===== config.mk =====
export PLATFORM = sky130hd
export DESIGN_NAME = next_state_sequencer
export DESIGN_NICKNAME = d
export VERILOG_FILES = /design/src/rtl/next_state_sequencer.sv
export SDC_FILE = /design/constraint.sdc
export NUM_CORES = 1
export LEC_CHECK = 0
export ABC_CLOCK_PERIOD_IN_PS = 2750
export CAP_MARGIN = 20
export CORE_ASPECT_RATIO = 1.5
export CORE_MARGIN = 2
export CORE_UTILIZATION = 33
export CTS_BUF_LIST = sky130_fd_sc_hd__clkbuf_4
export DETAILED_ROUTE_END_ITERATION = 10
export HOLD_SLACK_MARGIN = 0.08
export PLACE_DENSITY_LB_ADDON = 0.05
export SLEW_MARGIN = 20
export SYNTH_ARGS = -nofsm -noshare
export SYNTH_HDL_FRONTEND = slang
export SYNTH_SLANG_ARGS = --single-unit

===== constraint.sdc =====
create_clock -name clk -period 2.75 [get_ports clk]
set_input_delay 0.4125 -clock clk [delete_from_list [all_inputs] [get_ports clk]]
set_output_delay 0.4125 -clock clk [all_outputs]
set_load 0.005 [all_outputs]

===== src/rtl/next_state_sequencer.sv =====
// Microprogram sequencer: picks the next control-store address from the
// next-state field and the selected condition bit, and registers it every clock.
module next_state_sequencer #(
  parameter int unsigned ADDR_W      = 8,
  parameter int unsigned RESET_STATE = 0,
  parameter int unsigned FETCH_STATE = 1
) (
  input  logic              clk,
  input  logic              reset,
  input  logic              cond,
  input  logic              inv,
  input  logic [2:0]        n,
  input  logic [ADDR_W-1:0] cr_addr,
  input  logic [ADDR_W-1:0] dec_addr,
  output logic [ADDR_W-1:0] state,
  output logic [ADDR_W-1:0] link,
  output logic              waiting
);

  typedef enum logic [2:0] {
    SEL_DISPATCH        = 3'b000,
    SEL_FETCH           = 3'b001,
    SEL_BRANCH          = 3'b010,
    SEL_NEXT            = 3'b011,
    SEL_WAIT            = 3'b100,
    SEL_BRANCH_DISPATCH = 3'b101,
    SEL_CALL            = 3'b110,
    SEL_RETURN          = 3'b111
  } sel_e;

  localparam logic [ADDR_W-1:0] RESET_ADDR = ADDR_W'(RESET_STATE);
  localparam logic [ADDR_W-1:0] FETCH_ADDR = ADDR_W'(FETCH_STATE);

  logic [ADDR_W-1:0] state_q, state_d;
  logic [ADDR_W-1:0] link_q,  link_d;
  logic              waiting_q, waiting_d;
  logic [ADDR_W-1:0] inc_c;
  logic              t_c;
  sel_e              sel_c;

  // Next-address selection; the incrementer wraps silently at the top of the store.
  always_comb begin
    t_c       = cond ^ inv;
    inc_c     = state_q + ADDR_W'(1);
    sel_c     = sel_e'(n);
    state_d   = state_q;
    link_d    = link_q;
    waiting_d = 1'b0;
    case (sel_c)
      SEL_DISPATCH:        state_d = dec_addr;
      SEL_FETCH:           state_d = FETCH_ADDR;
      SEL_BRANCH:          state_d = t_c ? cr_addr : inc_c;
      SEL_NEXT:            state_d = inc_c;
      SEL_WAIT: begin
        state_d   = t_c ? inc_c : state_q;
        waiting_d = ~t_c;
      end
      SEL_BRANCH_DISPATCH: state_d = t_c ? cr_addr : dec_addr;
      SEL_CALL: begin
        // Single-entry link: a nested call overwrites the previous return address.
        state_d = cr_addr;
        link_d  = inc_c;
      end
      SEL_RETURN:          state_d = link_q;
      default:             state_d = state_q;
    endcase
  end

  always_ff @(posedge clk) begin
    if (reset) begin
      state_q   <= RESET_ADDR;
      link_q    <= RESET_ADDR;
      waiting_q <= 1'b0;
    end else begin
      state_q   <= state_d;
      link_q    <= link_d;
      waiting_q <= waiting_d;
    end
  end

  assign state   = state_q;
  assign link    = link_q;
  assign waiting = waiting_q;

endmodule


==> flow_results.xml, run 1 <==
<?xml version="1.0" encoding="UTF-8"?>
<metrics>
  <group name="outcome">
    <metric name="status" unit="">finished, final reports clean</metric>
  </group>
  <group name="pwr">
    <metric name="power.switching" unit="mW">0.226</metric>
    <metric name="power.share.sequential" unit="%">42.9</metric>
    <metric name="intPower" unit="mW">0.455</metric>
    <metric name="share_comb_of_total_power" unit="%">35.6</metric>
    <metric name="totalPowerFinal" unit="mW">0.681</metric>
    <metric name="clock_power_share" unit="%">21.5</metric>
    <metric name="total_leakage_power" unit="nW">0.668</metric>
    <metric name="power.density_cell_area" unit="mW/mm^2">355</metric>
    <metric name="swShare" unit="%">33.2</metric>
    <metric name="worst_ir_drop_vdd" unit="V">0.000292</metric>
  </group>
  <group name="logic_synthesis">
    <metric name="synth_cells" unit="">199</metric>
    <metric name="synth_nets" unit="">223</metric>
    <metric name="synth_mux_area_share" unit="%">2.16</metric>
    <metric name="async_flop_share" unit="%">0</metric>
    <metric name="synth-simple-area-share" unit="%">29.8</metric>
    <metric name="syn-mean-instance-area" unit="sq um">7.27</metric>
    <metric name="number_of_flops_mapped_to_enable_cells_by_yosys" unit="">0</metric>
    <metric name="ys_warn_count" unit="">0</metric>
    <metric name="synth_compound_area_share" unit="%">31.8</metric>
    <metric name="ys_types" unit="">56</metric>
    <metric name="synth_seq_cells" unit="">17</metric>
    <metric name="synth_adder_area_share" unit="%">0.865</metric>
    <metric name="synth_top_family_by_area" unit="">compound AO/OA/AOI/OAI gates</metric>
    <metric name="synthXorXnorAreaFrac" unit="%">3.55</metric>
    <metric name="dominantRegCellSynth" unit="">sky130_fd_sc_hd__dfxtp_1</metric>
    <metric name="synth_seq_area_share" unit="%">23.5</metric>
    <metric name="synth_area" unit="sq mm">0.00145</metric>
  </group>
  <group name="min_path">
    <metric name="hold_path_end" unit="">link[1]</metric>
    <metric name="timing.hold.worst_path_depth" unit="">2</metric>
    <metric name="min-delay-path-class" unit="">reg2reg</metric>
    <metric name="worst_hold_startpoint" unit="">link[1]</metric>
  </group>
  <group name="placed_design">
    <metric name="dp_hpwl" unit="mm">3.71</metric>
    <metric name="port_buffers" unit="">39</metric>
    <metric name="dp.cells" unit="">279</metric>
    <metric name="globalplace.congestion" unit="">0.821</metric>
    <metric name="pre_cts_ws" unit="ps">215</metric>
  </group>
  <group name="clock_network">
    <metric name="worst_setup_hold_path_clk_slew" unit="ps">100</metric>
    <metric name="post_cts_resize_count" unit="">0</metric>
    <metric name="cts_hold_buffers" unit="">0</metric>
    <metric name="cts_tree" unit="">done</metric>
    <metric name="cts_sinks" unit="">17</metric>
    <metric name="insertion_delay" unit="ps">290</metric>
    <metric name="cts.htree.levels" unit="">1</metric>
    <metric name="cts_max_path_buffers" unit="">2</metric>
    <metric name="clockRootBuffer" unit="">sky130_fd_sc_hd__clkbuf_4</metric>
    <metric name="cts_post_setup_buffers_inserted" unit="">0</metric>
    <metric name="tritoncts.num_buffers" unit="">3</metric>
  </group>
  <group name="floorplan">
    <metric name="rows" unit="">29</metric>
    <metric name="die-width" unit="microns">58.1</metric>
    <metric name="dieArea" unit="sq mm">0.00494</metric>
    <metric name="core_region_area" unit="sq mm">0.00421</metric>
    <metric name="floorplan.io_pins" unit="">40</metric>
    <metric name="die_y" unit="microns">85.1</metric>
    <metric name="initial_utilization" unit="%">34.4</metric>
  </group>
  <group name="timing">
    <metric name="hold_viol" unit="">0</metric>
    <metric name="max-slew-margin-rel" unit="%">44.0</metric>
    <metric name="timing.fmax" unit="MHz">452</metric>
    <metric name="fin_worst_skew" unit="ps">5.83</metric>
    <metric name="setup-violations-final" unit="">0</metric>
    <metric name="timing.final.max_slew_violations" unit="">0</metric>
    <metric name="finalWorstSetupSlack" unit="ps">539</metric>
    <metric name="final_min_period_over_clock_period" unit="%">80.4</metric>
    <metric name="grt_setup_unrepaired" unit="">false</metric>
    <metric name="timing.final.crit_period" unit="ps">2210</metric>
    <metric name="setup_tns" unit="ps">0</metric>
    <metric name="worst_pin_slew" unit="ps">834</metric>
  </group>
  <group name="setup_path">
    <metric name="worstSetupPathDepth" unit="">5</metric>
    <metric name="cp_cell_sequence" unit="">clkdlybuf4s50_1 &gt; xnor2_1 &gt; nand3_1 &gt; o21a_1 &gt; o31a_1</metric>
    <metric name="worst_r2r_path_depth" unit="">5</metric>
    <metric name="worst_path_largest_cell_delay" unit="ps">720</metric>
    <metric name="timing.reg2reg.setup_slack" unit="ps">1070</metric>
    <metric name="endpoint_kind" unit="">flip-flop</metric>
    <metric name="crit_path_start_kind" unit="">input port</metric>
    <metric name="r2r_end" unit="">state[4]</metric>
    <metric name="cpMaxStageDelayCell" unit="">sky130_fd_sc_hd__xnor2_1</metric>
    <metric name="critical_path_class" unit="">in2reg</metric>
    <metric name="critical_path.max_fanout" unit="">10</metric>
    <metric name="critPathRequiredTime" unit="ps">2930</metric>
    <metric name="crit-reg2reg-launch" unit="">state[0]</metric>
    <metric name="crit_buf_inv" unit="">1</metric>
    <metric name="arrival" unit="ps">2390</metric>
    <metric name="cpLargestDelayFamily" unit="">XOR/XNOR gates</metric>
  </group>
  <group name="grt">
    <metric name="number_of_antenna_violations_at_the_first_check_in_global_routing" unit="">0</metric>
    <metric name="grt_pass1_wl" unit="mm">7.71</metric>
    <metric name="congestion_overflow_gr" unit="">0</metric>
    <metric name="largest_net_degree_at_the_start_of_global_routing" unit="">23</metric>
    <metric name="grt_pass1_vias" unit="">1575</metric>
    <metric name="grt_use_total" unit="%">19.9</metric>
  </group>
  <group name="drt">
    <metric name="final_routed_drc_violation_total" unit="">0</metric>
    <metric name="detail-route-antenna-nets" unit="">0</metric>
    <metric name="first_drt_iteration_drcs" unit="">54</metric>
    <metric name="wl_per_cell" unit="microns">16.8</metric>
    <metric name="dr_total_vias" unit="">1692</metric>
    <metric name="detail_route.first_pass.iterations" unit="">4</metric>
    <metric name="detail_route.wirelength" unit="mm">4.76</metric>
    <metric name="drt-vias-per-instance" unit="">5.98</metric>
  </group>
  <group name="finish">
    <metric name="area_delta_synth_final" unit="%">32.8</metric>
    <metric name="layout.cells.non_filler" unit="">283</metric>
    <metric name="final_layout_size_suffix_gt1_share" unit="%">9.28</metric>
    <metric name="fin_util" unit="%">45.6</metric>
    <metric name="insertedDiodeCount" unit="">0</metric>
    <metric name="most_common_cell_after_layout_fill_and_taps_aside" unit="">sky130_fd_sc_hd__clkdlybuf4s50_1</metric>
    <metric name="mostFrequentLayoutCells" unit="">sky130_fd_sc_hd__clkdlybuf4s50_1, sky130_fd_sc_hd__dfxtp_1, sky130_fd_sc_hd__nand3_1, sky130_fd_sc_hd__nand2_1, sky130_fd_sc_hd__nor2_1</metric>
    <metric name="layout.nets" unit="">262</metric>
  </group>
  <group name="run">
    <metric name="maxCapViolations" unit="">0</metric>
  </group>
</metrics>
==> per-stage QoR <==
stage               hold WS (ps)  area, sq um
global route                 532         1920
floorplan                    466         1450
finish                       494         1920
CTS                          502         1920
global placement             472         1890
detailed placement           486         1890
==> cell usage after synthesis, types with 3 or more instances <==
master	n	area [sq um]
sky130_fd_sc_hd__inv_1	7	26.3
sky130_fd_sc_hd__o21a_1	3	22.5
sky130_fd_sc_hd__o211ai_1	8	60.1
sky130_fd_sc_hd__a211oi_1	4	30.0
sky130_fd_sc_hd__nor3_1	10	50.1
sky130_fd_sc_hd__a21oi_1	9	45.0
sky130_fd_sc_hd__xnor2_1	3	26.3
sky130_fd_sc_hd__a31oi_1	7	43.8
sky130_fd_sc_hd__buf_2	5	25.0
sky130_fd_sc_hd__nor2_1	15	56.3
sky130_fd_sc_hd__o21ai_0	11	55.1
sky130_fd_sc_hd__clkbuf_1	7	26.3
sky130_fd_sc_hd__nand3_1	16	80.1
sky130_fd_sc_hd__dfxtp_1	17	340
sky130_fd_sc_hd__nor2b_1	3	18.8
sky130_fd_sc_hd__nand2_1	16	60.1
sky130_fd_sc_hd__nand3b_1	3	22.5
sky130_fd_sc_hd__and3_1	6	37.5
sky130_fd_sc_hd__o311ai_0	4	35.0
==> worst min-delay path: stages, from the launching register on <==
cell                      delay, ps
sky130_fd_sc_hd__dfxtp_1        340
sky130_fd_sc_hd__nand2_1         60
sky130_fd_sc_hd__a21oi_1         50
==> how the worst max path moves through the flow <==
stage	startpoint	end	slack (ps)
finish	inv	state[0]	540
global route	inv	state[6]	390
CTS	inv	state[0]	530
detailed placement	inv	state[0]	220
global placement	inv	state[0]	290
floorplan	n[0]	state[4]	1120
==> registers in the layout, summed over array words and instances, names as in the netlist <==
name	cells
link	8
state	8
waiting	1
==> layout make-up <==
type | count | area, sq um
clock buffers | 4 | 30.0
fillers | 441 | 2290
inverters | 9 | 33.8
multi-input cells | 157 | 986
flip-flops and latches | 17 | 340
well taps | 46 | 57.6
repair buffers | 50 | 473
==> kinds of logic (layout without fill, tap and decap cells) <==
logic type / after synthesis / in the layout
AO/OA/AOI/OAI: 65 / 65
buffers and inverters: 25 / 63
multiplexers: 3 / 3
adder cells (fa/ha/maj): 1 / 1
AND/OR/NAND/NOR: 83 / 83
flip-flops: 17 / 17
XOR/XNOR: 5 / 5
==> power groups by stage <==
stage / Sequential, mW / Combinational, mW / Clock, mW
3_5_place_dp: 0.298 / 0.242 / 0
3_3_place_gp: 0.298 / 0.241 / 0
4_1_cts: 0.292 / 0.243 / 0.152
6_report: 0.292 / 0.243 / 0.147
5_1_grt: 0.296 / 0.267 / 0.163
2_1_floorplan: 0.288 / 0.136 / 0
==> layer usage <==
metal  GRT usage (%)  vias up  routed length [microns]
met5               0        -                        0
met4            5.50        0                       53
met3            3.20        4                      204
met2            34.6       40                     2480
met1            25.0      823                     2020
li1                -      825                        -
Power figures use the tool's default switching activity.
==> inputs of run 2 (changes only) <==
--- a/config.mk
+++ b/config.mk
@@ -5,7 +5,7 @@
 export SDC_FILE = /design/constraint.sdc
 export NUM_CORES = 1
 export LEC_CHECK = 0
-export ABC_CLOCK_PERIOD_IN_PS = 2750
+export ABC_CLOCK_PERIOD_IN_PS = 2300
 export CAP_MARGIN = 20
 export CORE_ASPECT_RATIO = 1.5
 export CORE_MARGIN = 2
==> constraint.sdc (replaced) <==
create_clock -name clk -period 2.3 [get_ports clk]
set_input_delay 0.345 -clock clk [delete_from_list [all_inputs] [get_ports clk]]
set_output_delay 0.345 -clock clk [all_outputs]
set_load 0.005 [all_outputs]
==> run 2 against run 1 <==
  * Via count grew 3.3%
  * Die area is the same
  * Register-to-register slack lost 380 ps
  * Critical path depth shrank 4
  * Sequential cell count is the same
  * Utilization grew 1.1 points
  * Worst hold slack gained 1.8 ps
  * Cell area grew 2.3%
  * Highest routed layer unchanged
==> flow_results.xml, run 2 (synthesis results as in run 1) <==
<?xml version="1.0" encoding="UTF-8"?>
<metrics>
  <group name="timing">
    <metric name="setup-violations-final" unit="">0</metric>
    <metric name="worst_pin_slew" unit="ps">429</metric>
    <metric name="setup_tns" unit="ps">0</metric>
    <metric name="max-slew-margin-rel" unit="%">71.3</metric>
    <metric name="timing.final.max_slew_violations" unit="">0</metric>
    <metric name="timing.fmax" unit="MHz">545</metric>
    <metric name="grt_setup_unrepaired" unit="">false</metric>
    <metric name="fin_worst_skew" unit="ps">10.0</metric>
    <metric name="hold_viol" unit="">0</metric>
    <metric name="final_min_period_over_clock_period" unit="%">79.7</metric>
    <metric name="timing.final.crit_period" unit="ps">1830</metric>
  </group>
  <group name="floorplan">
    <metric name="die_y" unit="microns">85.1</metric>
    <metric name="die-width" unit="microns">58.1</metric>
    <metric name="core_region_area" unit="sq mm">0.00421</metric>
    <metric name="dieArea" unit="sq mm">0.00494</metric>
    <metric name="floorplan.io_pins" unit="">40</metric>
    <metric name="rows" unit="">29</metric>
    <metric name="initial_utilization" unit="%">34.4</metric>
  </group>
  <group name="clock_network">
    <metric name="clockRootBuffer" unit="">sky130_fd_sc_hd__clkbuf_4</metric>
    <metric name="worst_setup_hold_path_clk_slew" unit="ps">110</metric>
    <metric name="cts_hold_buffers" unit="">0</metric>
    <metric name="tritoncts.num_buffers" unit="">3</metric>
    <metric name="cts_post_setup_buffers_inserted" unit="">0</metric>
    <metric name="post_cts_resize_count" unit="">0</metric>
    <metric name="cts_tree" unit="">done</metric>
    <metric name="cts.htree.levels" unit="">1</metric>
    <metric name="cts_sinks" unit="">17</metric>
    <metric name="cts_max_path_buffers" unit="">2</metric>
    <metric name="insertion_delay" unit="ps">300</metric>
  </group>
  <group name="drt">
    <metric name="final_routed_drc_violation_total" unit="">0</metric>
    <metric name="dr_total_vias" unit="">1747</metric>
    <metric name="drt-vias-per-instance" unit="">6.04</metric>
    <metric name="wl_per_cell" unit="microns">17.1</metric>
    <metric name="first_drt_iteration_drcs" unit="">70</metric>
    <metric name="detail-route-antenna-nets" unit="">0</metric>
    <metric name="detail_route.wirelength" unit="mm">4.95</metric>
    <metric name="detail_route.first_pass.iterations" unit="">4</metric>
  </group>
  <group name="setup_path">
    <metric name="critPathRequiredTime" unit="ps">1960</metric>
    <metric name="cpMaxStageDelayCell" unit="">sky130_fd_sc_hd__dfxtp_1</metric>
    <metric name="critical_path_class" unit="">reg2out</metric>
    <metric name="critical_path.max_fanout" unit="">11</metric>
    <metric name="arrival" unit="ps">1490</metric>
    <metric name="cp_cell_sequence" unit="">clkdlybuf4s50_1</metric>
    <metric name="worst_path_largest_cell_delay" unit="ps">600</metric>
    <metric name="crit_buf_inv" unit="">1</metric>
    <metric name="endpoint_kind" unit="">output pin</metric>
    <metric name="cpLargestDelayFamily" unit="">flip-flops</metric>
    <metric name="crit_path_start_kind" unit="">flip-flop</metric>
  </group>
  <group name="finish">
    <metric name="layout.nets" unit="">268</metric>
    <metric name="area_delta_synth_final" unit="%">35.9</metric>
    <metric name="multiInputGateArea" unit="sq um">986</metric>
    <metric name="insertedDiodeCount" unit="">0</metric>
    <metric name="mostFrequentLayoutCells" unit="">sky130_fd_sc_hd__clkdlybuf4s50_1, sky130_fd_sc_hd__dfxtp_1, sky130_fd_sc_hd__buf_4</metric>
    <metric name="most_common_cell_after_layout_fill_and_taps_aside" unit="">sky130_fd_sc_hd__clkdlybuf4s50_1</metric>
    <metric name="fillerInstances" unit="">415</metric>
    <metric name="regArea" unit="sq um">340</metric>
    <metric name="final_layout_size_suffix_gt1_share" unit="%">11.5</metric>
    <metric name="fin_util" unit="%">46.7</metric>
  </group>
  <group name="run">
    <metric name="maxCapViolations" unit="">0</metric>
  </group>
  <group name="pwr">
    <metric name="power.density_cell_area" unit="mW/mm^2">425</metric>
    <metric name="worst_ir_drop_vdd" unit="V">0.000273</metric>
    <metric name="total_leakage_power" unit="nW">0.698</metric>
  </group>
  <group name="placed_design">
    <metric name="dp_hpwl" unit="mm">3.78</metric>
    <metric name="globalplace.congestion" unit="">0.866</metric>
    <metric name="port_buffers" unit="">39</metric>
  </group>
  <group name="grt">
    <metric name="congestion_overflow_gr" unit="">0</metric>
    <metric name="grt_use_total" unit="%">20.4</metric>
    <metric name="largest_net_degree_at_the_start_of_global_routing" unit="">20</metric>
    <metric name="grt_pass1_wl" unit="mm">7.82</metric>
    <metric name="grt_pass1_vias" unit="">1615</metric>
    <metric name="number_of_antenna_violations_at_the_first_check_in_global_routing" unit="">0</metric>
  </group>
  <group name="outcome">
    <metric name="status" unit="">finished, final reports clean</metric>
  </group>
  <group name="min_path">
    <metric name="min-delay-path-class" unit="">reg2reg</metric>
  </group>
</metrics>
-- run 2: cell count changes in the layout (fill, tap and decap cells not counted), sizes merged --
cell  delta
buf      +6
-- run 2: metal layers --
metal,global-route usage (%),vias up,share of wire [%]
met5,0,-,0
met4,6.34,0,0.97
met2,35.4,72,52
li1,-,843,-
met1,26.0,828,40
met3,2.29,4,7.1
-- run 2: worst reg2reg max path, cell delays in order (launching register included) --
cell and delay, ps:
sky130_fd_sc_hd__dfxtp_1 600, sky130_fd_sc_hd__nand3_1 180, sky130_fd_sc_hd__xor2_1 400, sky130_fd_sc_hd__o211ai_1 170
sky130_fd_sc_hd__a21o_1 170
-- run 2: path summary, 6_finish.rpt --
check	startpoint	to	slack (ps)	cells past startpoint
worst min register to register	link[1]	link[1]	500	2
worst min-delay path	link[1]	link[1]	500	2
worst max register to register	state[3]	state[4]	690	4
worst max-delay path	state[3]	state[3]	470	1
-- run 2: final cells by class --
| cell class | count | area share [%] |
|---|---|---|
| inverter | 9 | 1.72 |
| multi-input combinational | 157 | 50.2 |
| tap | 46 | 2.93 |
| sequential | 17 | 17.3 |
| timing repair buffer | 56 | 26.4 |
| clock buffer | 4 | 1.53 |
-- run 2: through the flow --
step	instance area (sq um)	cells	total power [mW]	setup WS, ps	hold slack, ps
floorplan	1450	199	0.507	740	417
global placement	1940	285	0.653	225	475
detailed placement	1940	285	0.657	157	489
CTS	1970	289	0.842	473	499
global route	1970	289	0.881	339	530
finish	1970	289	0.836	466	496
-- run 2: where the power goes --
part	switching, mW	internal (mW)
clock	0.102	0.0792
sequential	0.0297	0.316
combinational	0.151	0.158
total	0.283	0.553
